File: config.mk
export PLATFORM = sky130hd
export DESIGN_NAME = alu_op_sequencer_flat
export DESIGN_NICKNAME = d
export VERILOG_FILES = /design/src/rtl/alu_op_sequencer_pkg.sv /design/src/rtl/alu_op_sequencer_if.sv /design/src/rtl/alu_op_sequencer_timeout_ctr.sv /design/src/rtl/alu_op_sequencer.sv /design/src/flat_wrapper.sv
export SDC_FILE = /design/constraint.sdc
export NUM_CORES = 1
export LEC_CHECK = 0
export ABC_AREA = 1
export ABC_CLOCK_PERIOD_IN_PS = 1800
export BUFFER_PORTS_ARGS = -buffer_cell sky130_fd_sc_hd__buf_2
export CAP_MARGIN = 30
export CORE_UTILIZATION = 42
export CTS_CLUSTER_DIAMETER = 30
export DETAILED_ROUTE_END_ITERATION = 10
export PLACE_DENSITY_LB_ADDON = 0.1
export SLEW_MARGIN = 25
export SYNTH_ARGS = -nofsm -noshare
export SYNTH_HDL_FRONTEND = slang
export SYNTH_SLANG_ARGS = --single-unit
export TNS_END_PERCENT = 50
File: constraint.sdc
create_clock -name CLK -period 1.8 [get_ports CLK]
set_input_delay 0.36 -clock CLK [delete_from_list [all_inputs] [get_ports CLK]]
set_output_delay 0.36 -clock CLK [all_outputs]
set_load 0.03 [all_outputs]
File: src/rtl/alu_op_sequencer_pkg.sv
// Shared types for the operand sequencer: FSM state encoding, opcode type, data width.
package alu_seq_pkg;

    localparam int DATA_W = 16;

    typedef logic [2:0] alu_op_t;

    typedef enum logic [2:0] {
        LOAD_A,
        LOAD_B,
        SETTLE,
        EXEC,
        WAIT_ALU,
        OUTPUT
    } seq_state_t;

endpackage

File: src/rtl/alu_op_sequencer_if.sv
// Operand stream, register-file write port, ALU control and result stream of the sequencer.
interface alu_op_sequencer_if #(parameter int DW = alu_seq_pkg::DATA_W);

    logic [DW-1:0]        IN_DATA;
    alu_seq_pkg::alu_op_t IN_OP;
    logic                 IN_VALID;
    logic                 IN_READY;

    logic                 RF_WE;
    logic                 RF_W1;
    logic [DW-1:0]        RF_DIN;

    logic                 ALU_START;
    alu_seq_pkg::alu_op_t ALU_OP;
    logic                 ALU_DONE;
    logic [DW-1:0]        ALU_RESULT;

    logic [DW-1:0]        RES_DATA;
    logic                 RES_ERR;
    logic                 RES_VALID;
    logic                 RES_READY;

    logic                 BUSY;

    modport master (
        input  IN_DATA, IN_OP, IN_VALID, ALU_DONE, ALU_RESULT, RES_READY,
        output IN_READY, RF_WE, RF_W1, RF_DIN, ALU_START, ALU_OP,
               RES_DATA, RES_ERR, RES_VALID, BUSY
    );

    modport slave (
        output IN_DATA, IN_OP, IN_VALID, ALU_DONE, ALU_RESULT, RES_READY,
        input  IN_READY, RF_WE, RF_W1, RF_DIN, ALU_START, ALU_OP,
               RES_DATA, RES_ERR, RES_VALID, BUSY
    );

endinterface

File: src/rtl/alu_op_sequencer_timeout_ctr.sv
// Clear/enable cycle counter; tc flags the last allowed wait cycle (count == TIMEOUT-1).
module seq_timeout_ctr #(
    parameter int TIMEOUT = 16
) (
    input  logic CLK,
    input  logic RST,
    input  logic clr,
    input  logic en,
    output logic tc
);

    logic [7:0] cnt;

    always_ff @(posedge CLK) begin
        if (RST) begin
            cnt <= 8'd0;
        end else if (clr) begin
            cnt <= 8'd0;
        end else if (en) begin
            cnt <= cnt + 8'd1;
        end
    end

    assign tc = (cnt == 8'(TIMEOUT - 1));

endmodule

File: src/rtl/alu_op_sequencer.sv
// Loads two operands into the register file, fires one ALU op, returns result or timeout error.
// Throughput one op per 5 cycles minimum; result held until RES_READY.
module alu_op_sequencer
    import alu_seq_pkg::*;
#(
    parameter int TIMEOUT = 16,
    parameter int DW      = DATA_W
) (
    input logic               CLK,
    input logic               RST,
    alu_op_sequencer_if.master bus
);

    seq_state_t state, next_state;
    logic       ctr_clr, ctr_en, to_tc;

    assign ctr_clr = (state == EXEC);
    assign ctr_en  = (state == WAIT_ALU);

    seq_timeout_ctr #(.TIMEOUT(TIMEOUT)) u_timeout (
        .CLK (CLK),
        .RST (RST),
        .clr (ctr_clr),
        .en  (ctr_en),
        .tc  (to_tc)
    );

    always_ff @(posedge CLK) begin
        if (RST) begin
            state <= LOAD_A;
        end else begin
            state <= next_state;
        end
    end

    always_comb begin
        next_state = state;
        unique case (state)
            LOAD_A:   if (bus.IN_VALID) next_state = LOAD_B;
            LOAD_B:   if (bus.IN_VALID) next_state = SETTLE;
            SETTLE:   next_state = EXEC;
            EXEC:     next_state = bus.ALU_DONE ? OUTPUT : WAIT_ALU;
            WAIT_ALU: if (bus.ALU_DONE || to_tc) next_state = OUTPUT;
            OUTPUT:   if (bus.RES_READY) next_state = LOAD_A;
            default:  next_state = LOAD_A;
        endcase
    end

    always_comb begin
        bus.IN_READY  = 1'b0;
        bus.RF_WE     = 1'b0;
        bus.RF_W1     = 1'b0;
        bus.RES_VALID = 1'b0;
        bus.BUSY      = (state != LOAD_A);
        unique case (state)
            LOAD_A: begin
                bus.IN_READY = 1'b1;
                bus.RF_WE    = bus.IN_VALID;
            end
            LOAD_B: begin
                bus.IN_READY = 1'b1;
                bus.RF_WE    = bus.IN_VALID;
                bus.RF_W1    = 1'b1;
            end
            OUTPUT:  bus.RES_VALID = 1'b1;
            default: ;
        endcase
    end

    assign bus.RF_DIN = bus.IN_DATA;

    // The cycle after SETTLE is EXEC, so registering the SETTLE decode gives a pulse aligned to EXEC.
    always_ff @(posedge CLK) begin
        if (RST) begin
            bus.ALU_START <= 1'b0;
            bus.ALU_OP    <= '0;
            bus.RES_DATA  <= {DW{1'b0}};
            bus.RES_ERR   <= 1'b0;
        end else begin
            bus.ALU_START <= (state == SETTLE);
            if (state == LOAD_B && bus.IN_VALID) begin
                bus.ALU_OP <= bus.IN_OP;
            end
            if ((state == EXEC || state == WAIT_ALU) && bus.ALU_DONE) begin
                bus.RES_DATA <= bus.ALU_RESULT;
                bus.RES_ERR  <= 1'b0;
            end else if (state == WAIT_ALU && to_tc) begin
                bus.RES_DATA <= {DW{1'b0}};
                bus.RES_ERR  <= 1'b1;
            end
        end
    end

endmodule

File: src/flat_wrapper.sv
// flat-port wrapper written by rule: the top's interface ports become plain ports
module alu_op_sequencer_flat import alu_seq_pkg::*;
#(
    parameter int TIMEOUT = 16,
    parameter int DW      = DATA_W
)
  (CLK, RST, bus_IN_DATA, bus_IN_OP, bus_IN_VALID, bus_ALU_DONE, bus_ALU_RESULT, bus_RES_READY, bus_IN_READY, bus_RF_WE, bus_RF_W1, bus_RF_DIN, bus_ALU_START, bus_ALU_OP, bus_RES_DATA, bus_RES_ERR, bus_RES_VALID, bus_BUSY);
  alu_op_sequencer_if #(.DW(DW)) bus_i ();
  input logic CLK;
  input logic RST;
  input wire logic [$bits(bus_i.IN_DATA)-1:0] bus_IN_DATA;
  input wire logic [$bits(bus_i.IN_OP)-1:0] bus_IN_OP;
  input wire logic [$bits(bus_i.IN_VALID)-1:0] bus_IN_VALID;
  input wire logic [$bits(bus_i.ALU_DONE)-1:0] bus_ALU_DONE;
  input wire logic [$bits(bus_i.ALU_RESULT)-1:0] bus_ALU_RESULT;
  input wire logic [$bits(bus_i.RES_READY)-1:0] bus_RES_READY;
  output wire logic [$bits(bus_i.IN_READY)-1:0] bus_IN_READY;
  output wire logic [$bits(bus_i.RF_WE)-1:0] bus_RF_WE;
  output wire logic [$bits(bus_i.RF_W1)-1:0] bus_RF_W1;
  output wire logic [$bits(bus_i.RF_DIN)-1:0] bus_RF_DIN;
  output wire logic [$bits(bus_i.ALU_START)-1:0] bus_ALU_START;
  output wire logic [$bits(bus_i.ALU_OP)-1:0] bus_ALU_OP;
  output wire logic [$bits(bus_i.RES_DATA)-1:0] bus_RES_DATA;
  output wire logic [$bits(bus_i.RES_ERR)-1:0] bus_RES_ERR;
  output wire logic [$bits(bus_i.RES_VALID)-1:0] bus_RES_VALID;
  output wire logic [$bits(bus_i.BUSY)-1:0] bus_BUSY;
  assign bus_i.IN_DATA = bus_IN_DATA;
  assign bus_i.IN_OP = bus_IN_OP;
  assign bus_i.IN_VALID = bus_IN_VALID;
  assign bus_i.ALU_DONE = bus_ALU_DONE;
  assign bus_i.ALU_RESULT = bus_ALU_RESULT;
  assign bus_i.RES_READY = bus_RES_READY;
  assign bus_IN_READY = bus_i.IN_READY;
  assign bus_RF_WE = bus_i.RF_WE;
  assign bus_RF_W1 = bus_i.RF_W1;
  assign bus_RF_DIN = bus_i.RF_DIN;
  assign bus_ALU_START = bus_i.ALU_START;
  assign bus_ALU_OP = bus_i.ALU_OP;
  assign bus_RES_DATA = bus_i.RES_DATA;
  assign bus_RES_ERR = bus_i.RES_ERR;
  assign bus_RES_VALID = bus_i.RES_VALID;
  assign bus_BUSY = bus_i.BUSY;
  alu_op_sequencer #(.TIMEOUT(TIMEOUT), .DW(DW)) u_core (.CLK(CLK), .RST(RST), .bus(bus_i));
endmodule
---- After elaboration in Yosys (flattened, before gate mapping) ----
Cells that the tools add are included.
storage, ports and cells
  memories kept ........................... 0
  bits in latches ......................... 0
  bits in read-only memories .............. 0
  bits in registers ....................... 32
  word-level logic and storage cells ...... 41
  bits in writable memories ............... 0
operators by class
  multiplexer cells ....................... 12
  div/mod/pow operators ................... 0
  equality and inequality tests ........... 10
  bitwise operators ....................... 0
  magnitude comparators ................... 0
  add/sub/neg operators ................... 1
  reductions and logical operators ........ 12
  shift operators ......................... 0
  $mul .................................... 0
operators by type and width
  kind                                                  count
  two-way mux 16 bit                                    2
  case mux 3 bit (6 select lines)                       1
  two-way mux 3 bit                                     4
  adder 8 x 1 -> 8 bit (second input constant)          1
  equality test 8 x 4 -> 1 bit (second input constant)  1
  inequality test 2 bit (second input constant)         4
  equality test 3 x 2 -> 1 bit (second input constant)  2
  equality test 3 bit (second input constant)           2
  OR reduction 2 bit                                    3
  two-way mux 1 bit                                     5
  AND reduction 4 bit                                   1
  equality test 3 x 1 -> 1 bit (second input constant)  1
  logical AND 1 bit                                     3
  logical NOT 3 bit                                     1
  nonzero test 3 bit                                    1
  logical OR 1 bit                                      2
  nonzero test 2 bit                                    1

---- Longest topological paths before layout ----
Gate-level depths: netlist (run 1).
  depth in word-level cells ............... 4
  gate-level depth with buffers ........... 9

---- Hierarchy ----
From an unflattened synthesis (run 1), not the netlist that was laid out.
unflattened totals
  cell total of the unflattened synthesis .. 205
  area total of the unflattened synthesis .. 1650.3 um2
by module, submodules not included
  module            cells an instance  area each (um2)  instances
  alu_op_sequencer  150                1273.7           1
  seq_timeout_ctr   55                 376.6            1

---- Least setup slack after synthesis (run 1) ----
Ideal clock, no wire load.
  path type ............................... register to output
  start point ............................. register u_core.state[0]
  end point ............................... output port bus_RF_WE
  arrival time ............................ 1.316 ns
  path buffers ............................ 0
  required time ........................... 1.440 ns
  stages on the path, launching flop included .. 4
  slack ................................... 0.124 ns
  cells stage by stage .................... dfxtp_1 -> nor2_2 -> nand2_1 -> a21oi_1
between the ends
  word-level cells in the longest chain between the ends .. 3
RTL lines
  item                                                                      RTL line                source
  start: declaration                                                        alu_op_sequencer.sv:14  seq_state_t state, next_state;
  start signal: assignment                                                  alu_op_sequencer.sv:32  state <= next_state;
  equality test 3 x 1 -> 1 bit / logical NOT 3 bit (equally long branches)  alu_op_sequencer.sv:55  unique case (state)
  OR reduction 2 bit (no line) *                                            -
  two-way mux 1 bit *                                                       alu_op_sequencer.sv:55
  end: declaration                                                          flat_wrapper.sv:18      output wire logic [$bits(bus_i.RF_WE)-1:0] bus_RF_WE;
Every way passes the cells marked *; elsewhere a longest branch is shown, timed or not.

---- Worst setup path in the final report (run 1) ----
  start point ............................. register u_core.state[0]
  end point ............................... output port bus_RES_VALID
between the ends
  word-level cells in the longest chain between the ends .. 2
RTL lines
  item                 RTL line                source
  equality test 3 bit  alu_op_sequencer.sv:55
  two-way mux 1 bit    alu_op_sequencer.sv:55
  end: declaration     flat_wrapper.sv:25      output wire logic [$bits(bus_i.RES_VALID)-1:0] bus_RES_VALID;
No other way between the ends.

==> flow_summary_export.csv, run 1 <==
group,metric,value,unit
synth,syn_area,0.001533,sq mm
grt,grt_pass1_vias,1222,
die,coreArea,0.003416,sq mm
clock_tree,cts_made_buffers,5,
sta,finalHoldViolations,0,
setup_path,worstPathMaxFanout,5,
cells_and_area,syn_to_final_growth,14.29,%
drt,via_count,1384,
place,placed_cells,287,
cells_and_area,fillers,371,
run,maxCapViolCount,0,
grt,use_met2,27.04,%
place,gp_congestion,0.7539,
synth,synth-seq-cells,32,
clock_tree,cts_htree_levels,2,
synth,synthFlopType,"dfxtp_1",
place,port_buffers,49,
drt,viasPerCell,4.692,
sta,max_freq,592.2,MHz
synth,syn_avg_cell_area,7.230,sq um
drt,ant_nets,0,
grt,grt_max_degree,21,
die,pin_count,82,
power,ir_drop,0.6976,mV
synth,synthArstFlopShare,0,%
synth,synth_top_area_cell,"dfxtp_1",
cells_and_area,final_layout_size_suffix_gt1_share,27.31,%
synth,synth_edf_count,0,
clock_tree,clock-root-buffer,"clkbuf_4",
sta,setup_viol,0,
sta,fin_worst_skew,11.45,ps
grt,antenna_found_initial,0,
synth,syn_nets,253,
sta,timing.slew.headroom,79.27,%
clock_tree,clk_path_buf_depth,2,
cells_and_area,nets,289,
grt,use_met1,19.41,%
synth,ys_seq_area_share,41.80,%
drt,wl,3.235,mm
die,dieArea,0.003895,sq mm
synth,syn_inst,212,
synth,yosysMostFrequentCell,"nand2_1",
cells_and_area,final_cell_count_no_fill,295,
synth,netlist.area_leader.share,41.80,%
die,die_h,62.41,microns
clock_tree,insertion_delay,330,ps
drt,drc,0,
drt,initialDrtViolationCount,26,
clock_tree,cts_setup_buffers,0,
die,die_w,62.41,microns
grt,grt_use_total,17.09,%
place,dp_hpwl,2.306,mm
drt,routedWlPerCell,10.97,microns
power,power_leakage,0.8310,nW
power,power,2.056,mW
die,num_rows,21,
synth,netlist_top_cells_count,"nand2_1 (47), dfxtp_1 (32), nand3_1 (24), nor2_1 (23), a21oi_1 (21)",
sta,fin_crit,1689,ps
clock_tree,clock_sinks,32,
die,start_util,44.87,%
setup_path,crit_type,"register to primary output",
setup_path,crit_required,1440,ps
setup_path,arrival,1330,ps
worst_hold_path,min_path_type,"primary input to register",
synth,ys_warn_count,0,
place,placed_cell_area,0.001682,sq mm
setup_path,crit_path_start_kind,"register",
cells_and_area,postLayoutCellArea,0.001752,sq mm
cells_and_area,diodes,0,
setup_path,crit_path_end_kind,"primary output",
clock_tree,cts_tree,"done",
grt,grt_pass1_wl,5.264,mm
sta,finalCritPeriodShare,93.82,%
synth,ys_top_cells_by_area,"dfxtp_1 (42%), nand2_1 (12%), buf_4 (8.3%), nand3_1 (7.8%), a21oi_1 (6.9%)",
grt,top_usage_layer,"met2",
sta,rsz0062_at_grt,"false",
sta,setup_tns,0,ps
synth,yosysUniqueCellTypes,22,
sta,drv_slew,0,
grt,grt_overflow,0,
drt,first_pass_iters,4,
power,pwr_density_cell,1174,mW/mm^2
status,status,"complete, no violations",
sta,worst_pin_slew,309.8,ps
grt,met3_usage,9.124,%
clock_tree,clk_pin_slew_worst_paths,100,ps
-- metal layers --
metal / part of all wire [%] / routed length, microns / vias to the layer above
met1: 44 / 1422 / 598
met4: 1.3 / 43 / 0
met3: 8.4 / 273 / 8
met2: 46 / 1496 / 46
li1: - / - / 732
met5: 0 / 0 / -
-- repair_timing --
action	CTS	global route
resized for setup	0	3
hold buffers	0	0
setup endpoints to repair	0	2
-- cell usage in the layout (no fill, tap or decap), types with 3 or more instances in the layout --
master / n
buf_2: 49
nor3_1: 4
nor2_1: 23
a21oi_1: 21
o21ai_0: 6
nand2_1: 47
a21oi_2: 3
clkbuf_4: 5
dfxtp_1: 31
nand3_1: 23
inv_1: 19
-- path summary, 6_finish.rpt --
| check | startpoint | endpoint | slack (ps) | depth (start not counted) |
|---|---|---|---|---|
| setup / recovery | u_core.state[0] | bus_RES_VALID | 110 | 3 |
| hold reg to reg | u_core.bus.RES_DATA[2] | u_core.bus.RES_DATA[2] | 480 | 2 |
| setup reg to reg | u_core.u_timeout.cnt[0] | u_core.bus.RES_DATA[12] | 370 | 6 |
| hold / removal | bus_IN_OP[0] | u_core.bus.ALU_OP[0] | 240 | 3 |
-- worst max-delay path, cell delays in order, from the launching register on --
cell and delay [ps]:
dfxtp_1 460, inv_1 110, nor3_1 190, buf_2 240
-- state kept, by name, summed over array words and instances, names as in the netlist --
| register | count |
|---|---|
| u_core.u_timeout.cnt | 8 |
| u_core.bus.ALU_START | 1 |
| u_core.bus.ALU_OP | 3 |
| u_core.state | 3 |
| u_core.bus.RES_ERR | 1 |
| u_core.bus.RES_DATA | 16 |
-- cell type report --
cell class | instances | area [sq um] | area share (%)
flip-flops and latches | 32 | 641.9 | 36.64
well taps | 46 | 57.56 | 3.286
repair buffers | 50 | 252.7 | 14.43
multi-input cells | 139 | 660.6 | 37.71
inverters | 20 | 80.08 | 4.571
clock buffers | 8 | 58.81 | 3.357
-- metrics by stage --
| step | utilization [%] | worst slack [ps] | hold WS, ps |
|---|---|---|---|
| 5_1_grt | 51.28 | 5.922 | 250.7 |
| 2_1_floorplan | - | 123.8 | 461.7 |
| 3_3_place_gp | 49.23 | 424.4 | 466.6 |
| 6_report | 51.28 | 111.3 | 243.4 |
| 3_5_place_dp | 49.23 | 384.2 | 469.0 |
| 4_1_cts | 50.95 | 38.83 | 228.8 |
-- power by group --
part / internal (mW) / switching (mW)
Sequential: 0.794 / 0.0677
Combinational: 0.229 / 0.540
Clock: 0.193 / 0.234
-- logic make-up after synthesis --
| kind of cell | Yosys count | synth area share (%) |
|---|---|---|
| buf+inv | 41 | 15.75 |
| fa+ha+maj | 1 | 0.8162 |
| flops | 32 | 41.80 |
| compound gates | 30 | 10.53 |
| simple gates | 108 | 31.10 |
(Power assumes the default switching activity.)
==> run 2, diff against run 1 <==
CORE_UTILIZATION = 44   (was 42)
==> run 2 against run 1 <==
Net effect:
- clock skew rose by 1.8 ps
- design area fell by 0.71%
- sequential cell count did not move
- sequential power barely moved
- worst setup slack improved by 3.0 ps
- critical path type unchanged
==> flow_summary_export.csv, run 2 (synthesis gave the netlist of run 1 again) <==
group,metric,value,unit
worst_hold_path,min_path_type,"primary input to register",
worst_hold_path,min_path_cells,3,
drt,routedWlPerCell,10.91,microns
drt,initialDrtViolationCount,54,
clock_tree,clk_path_buf_depth,2,
clock_tree,insertion_delay,330,ps
grt,antenna_found_initial,0,
grt,use_met1,22.98,%
power,power,2.007,mW
power,clkPwrFrac,18.4,%
sta,setup_tns,0,ps
die,die_h,61.02,microns
die,start_util,45.93,%
grt,grt_max_degree,21,
setup_path,critPathTopFamily,"buffers and inverters",
sta,timing.slew.headroom,80.71,%
setup_path,critical_path_buf_inv_count,2,
power,p_int,1.167,mW
power,p_comb_share,38.6,%
run,maxCapViolCount,0,
die,pin_count,82,
cells_and_area,seq_area,641.9,sq um
sta,fin_crit,1686,ps
clock_tree,cts_htree_levels,2,
setup_path,crit_required,1440,ps
setup_path,crit_chain,"inv_1, nand3_2, a21oi_1, buf_2",
drt,wl,3.209,mm
cells_and_area,layout_commonest_cell,"buf_2",
clock_tree,clock-root-buffer,"clkbuf_4",
grt,use_met2,27.33,%
cells_and_area,diodes,0,
place,port_buffers,49,
setup_path,crit_type,"register to primary output",
clock_tree,cts_setup_buffers,0,
cells_and_area,final_layout_size_suffix_gt1_share,27.42,%
sta,setup_viol,0,
cells_and_area,nets,289,
sta,drv_slew,0,
setup_path,worstPathMaxFanout,6,
setup_path,critPathMaxStageDelay,340,ps
cells_and_area,largest_register_ffs,16,
drt,via_count,1394,
cells_and_area,fillers,367,
clock_tree,cts_made_buffers,5,
setup_path,cp_num_cells,4,
clock_tree,cts_tree,"done",
die,die_w,61.02,microns
setup_path,crit_path_start_kind,"register",
clock_tree,clk_pin_slew_worst_paths,80,ps
power,power_frac_seq,43.0,%
grt,met3_usage,5.882,%
power,pwr_density_cell,1154,mW/mm^2
grt,grt_use_total,17.76,%
drt,ant_nets,0,
cells_and_area,final_cell_count_no_fill,294,
power,power_leakage,0.8263,nW
cells_and_area,largest_register,"u_core.bus.RES_DATA",
place,placed_cells,287,
status,status,"complete, no violations",
sta,fin_worst_skew,13.28,ps
setup_path,crit_path_end_kind,"primary output",
drt,viasPerCell,4.741,
cells_and_area,most-common-layout-cells,"buf_2 (49), nand2_1 (47), dfxtp_1 (31)",
place,dp_hpwl,2.366,mm
die,num_rows,21,
place,gp_congestion,0.7242,
setup_path,arrival,1330,ps
setup_path,slowest_stage,"dfxtp_1",
cells_and_area,multi_input_area,660.6,sq um
power,power_switching,840.2,uW
drt,drc,0,
die,dieArea,0.003723,sq mm
setup_path,r2r_cells,6,
power,swShare,41.86,%
power,ir_drop,0.6693,mV
sta,max_freq,593.2,MHz
sta,finalHoldViolations,0,
grt,top_usage_layer,"met2",
grt,grt_pass1_vias,1125,
drt,first_pass_iters,4,
cells_and_area,reg.largest.list,"u_core.bus.RES_DATA (16), u_core.u_timeout.cnt (8)",
grt,grt_pass1_wl,4.802,mm
clock_tree,clock_sinks,32,
grt,grt_overflow,0,
sta,holdWs,262.7,ps
die,coreArea,0.003337,sq mm
sta,finalCritPeriodShare,93.65,%
cells_and_area,syn_to_final_growth,13.47,%
sta,worst_pin_slew,288.7,ps
clock_tree,postCtsHoldBufs,0,
run 2: through the flow:
| stage | utilization (%) | cell area, sq um | setup slack [ps] |
|---|---|---|---|
| floorplan | - | 1533 | 123.8 |
| global placement | 50.39 | 1682 | 431.7 |
| detailed placement | 50.39 | 1682 | 414.3 |
| CTS | 51.78 | 1728 | 73.28 |
| global route | 52.12 | 1739 | -9.197 |
| finish | 52.12 | 1739 | 114.3 |
run 2: per-layer routing:
metal	vias to the layer above	wire length [microns]
li1	731	-
met1	611	1440
met2	46	1529
met3	6	203
met4	0	36
met5	-	0
run 2: worst paths after layout:
| kind | startpoint | end | slack, ps |
|---|---|---|---|
| max | u_core.state[2] | bus_RF_WE | 110 |
| min | bus_IN_OP[2] | u_core.bus.ALU_OP[2] | 260 |
| max reg2reg | u_core.u_timeout.cnt[0] | u_core.bus.RES_DATA[12] | 390 |
| min reg2reg | u_core.bus.RES_DATA[3] | u_core.bus.RES_DATA[3] | 490 |
run 2: power by group through the flow:
stage / Sequential (mW) / Clock, mW / Combinational, mW
3_3_place_gp: 0.870 / 0 / 0.765
2_1_floorplan: 0.970 / 0 / 0.541
4_1_cts: 0.855 / 0.386 / 0.766
5_1_grt: 0.877 / 0.415 / 0.851
3_5_place_dp: 0.870 / 0 / 0.763
6_report: 0.863 / 0.370 / 0.774
run 2: area by class of cell:
cell class	instances	share of cell area (%)
multi-input cells	139	37.99
flip-flops and latches	32	36.91
repair buffers	50	14.53
clock buffers	6	2.374
well taps	46	3.309
inverters	20	4.604
clock inverters	1	0.2878
run 2: worst register-to-register path, stage by stage (launching register included):
cell,delay [ps]
dfxtp_1,380
ha_1,200
nand3_1,100
nor2_1,180
nand2_2,220
nand3_1,150
a21oi_2,60
run 2: repair_timing:
item                                   4_1_cts  5_1_grt
setup endpoints to repair                    0        2
gates resized for setup                      0        3
endpoints found under the hold margin        0        0
==> run 3, diff against run 2 <==
==> constraint.sdc (replaced) <==
create_clock -name CLK -period 1.8 [get_ports CLK]
set_input_delay 0.18 -clock CLK [delete_from_list [all_inputs] [get_ports CLK]]
set_output_delay 0.18 -clock CLK [all_outputs]
set_load 0.03 [all_outputs]
==> run 3 against run 2 <==
Net effect:
- cell count stayed put
- via count hardly changed
- fmax is 9.2% higher
- global-route usage is 0.47 points higher
- sequential share of layout area is 0.23 points lower
- sequential power is 1% lower
- count of clock-buffer cells in the layout is 1 higher
- worst setup slack better by 140 ps
- largest power group unchanged
- largest cell class unchanged
- critical endpoint unchanged
- critical path type unchanged
- wire length hardly changed
- highest routed layer unchanged
==> flow_summary_export.csv, run 3 (synthesis gave the netlist of run 1 again) <==
group,metric,value,unit
clock_tree,clock-root-buffer,"clkbuf_4",
setup_path,critical_path_buf_inv_count,2,
worst_hold_path,hold_start,"bus_IN_OP[2]",
grt,antenna_found_initial,0,
cells_and_area,fillers,369,
cells_and_area,most-common-layout-cells,"buf_2 (49), nand2_1 (47), dfxtp_1 (32)",
die,num_rows,21,
cells_and_area,largest_register,"u_core.bus.RES_DATA",
cells_and_area,reg.largest.list,"u_core.bus.RES_DATA (16), u_core.u_timeout.cnt (8)",
cells_and_area,seq_area,640.6,sq um
setup_path,critPathMaxStageDelay,340,ps
clock_tree,cts_made_buffers,5,
cells_and_area,layout_commonest_cell,"buf_2",
drt,wl,3.211,mm
run,maxCapViolCount,0,
setup_path,crit_type,"register to primary output",
cells_and_area,postLayoutCellArea,0.001747,sq mm
grt,grt_max_degree,21,
status,status,"complete, no violations",
cells_and_area,diodes,0,
sta,finalCritPeriodShare,85.74,%
setup_path,arrival,1360,ps
grt,grt_overflow,0,
grt,grt_use_total,18.23,%
setup_path,crit_path_end_kind,"primary output",
grt,grt_pass1_wl,4.974,mm
sta,rsz0062_at_grt,"false",
sta,holdWs,74.44,ps
drt,ant_nets,0,
place,gp_congestion,0.8076,
sta,setup_tns,0,ps
place,dp_worst_setup_slack,403.6,ps
drt,drc,0,
die,coreArea,0.003337,sq mm
setup_path,crit_start,"u_core.state[2]",
sta,fin_worst_skew,4.938,ps
die,die_h,61.02,microns
die,pin_count,82,
place,dp_hpwl,2.332,mm
place,port_buffers,49,
clock_tree,cts_htree_levels,2,
power,pwr_density_cell,1183,mW/mm^2
sta,max_freq,647.9,MHz
clock_tree,clk_pin_slew_worst_paths,100,ps
sta,fin_crit,1543,ps
die,start_util,45.93,%
drt,initialDrtViolationCount,36,
worst_hold_path,min_path_type,"primary input to register",
clock_tree,cts_resized,0,
clock_tree,clock_sinks,32,
cells_and_area,multi_input_area,650.6,sq um
drt,first_pass_iters,5,
cells_and_area,largest_register_ffs,16,
setup_path,critPathTopFamily,"buffers and inverters",
sta,worst_pin_slew,284.8,ps
sta,final.setup.worst_slack,256.7,ps
power,ir_drop,0.6736,mV
cells_and_area,final_layout_size_suffix_gt1_share,27.02,%
setup_path,crit_path_start_kind,"register",
setup_path,slowest_stage,"dfxtp_1",
clock_tree,insertion_delay,320,ps
clock_tree,postCtsHoldBufs,0,
clock_tree,clk_path_buf_depth,2,
cells_and_area,nets,289,
cells_and_area,syn_to_final_growth,13.96,%
setup_path,r2r_start,"u_core.u_timeout.cnt[0]",
place,placed_cell_area,0.001682,sq mm
setup_path,crit_required,1620,ps
drt,viasPerCell,4.745,
die,die_w,61.02,microns
clock_tree,cts_setup_buffers,0,
drt,routedWlPerCell,10.92,microns
sta,setup_viol,0,
grt,grt_pass1_vias,1150,
clock_tree,cts_tree,"done",
setup_path,crit_chain,"inv_1, nand3_1, a21oi_1, buf_2",
power,power_leakage,0.8320,nW
sta,timing.slew.headroom,80.95,%
drt,via_count,1395,
die,dieArea,0.003723,sq mm
setup_path,worstPathMaxFanout,6,
sta,finalHoldViolations,0,
sta,drv_slew,0,
run 3: changes by cell type in the layout (fill, tap and decap cells not counted):
cell      delta
clkinv_2     -1
dfxtp_1      +1
nand3_2      -1
clkbuf_1     -1
clkbuf_8     +2
nor2_2       +1
nor2_4       -1
dfxtp_2      -1
nand3_1      +1
run 3: path summary, 6_finish.rpt:
| kind | endpoint | slack [ps] | depth (start not counted) |
|---|---|---|---|
| worst min register to register | u_core.bus.RES_DATA[11] | 490 | 2 |
| worst max-delay path | bus_RF_WE | 260 | 4 |
| worst min-delay path | u_core.bus.ALU_OP[2] | 70 | 3 |
| worst max register to register | u_core.bus.RES_DATA[5] | 390 | 6 |
run 3: cell type report:
type | instances | share of cell area (%)
well taps | 46 | 3.295
multi-input cells | 139 | 37.25
flip-flops and latches | 32 | 36.68
repair buffers | 50 | 14.47
inverters | 20 | 4.585
clock buffers | 7 | 3.725
run 3: per-layer routing:
metal / wire [microns] / GRT usage [%]
met1: 1456 / 24.09
met2: 1538 / 27.64
met3: 197 / 5.882
met4: 19 / 7.143
met5: 0 / 0
run 3: worst register-to-register path, delay by kind of cell, from the launching register on:
family / cells / cell delay (ps)
AO/OA/AOI/OAI: 1 / 60
adder cells (fa/ha/maj): 1 / 200
flip-flops: 1 / 380
AND/OR/NAND/NOR: 4 / 660
run 3: stage by stage:
step / power, mW / utilization (%) / cells
floorplan: 1.511 / - / 212
global placement: 1.630 / 50.39 / 287
detailed placement: 1.629 / 50.39 / 287
CTS: 2.091 / 52.34 / 294
global route: 2.216 / 52.34 / 294
finish: 2.067 / 52.34 / 294
run 3: power by group:
group	internal [mW]	switching (mW)
clock network	0.221	0.238
registers	0.793	0.0607
logic	0.221	0.533
total	1.24	0.832
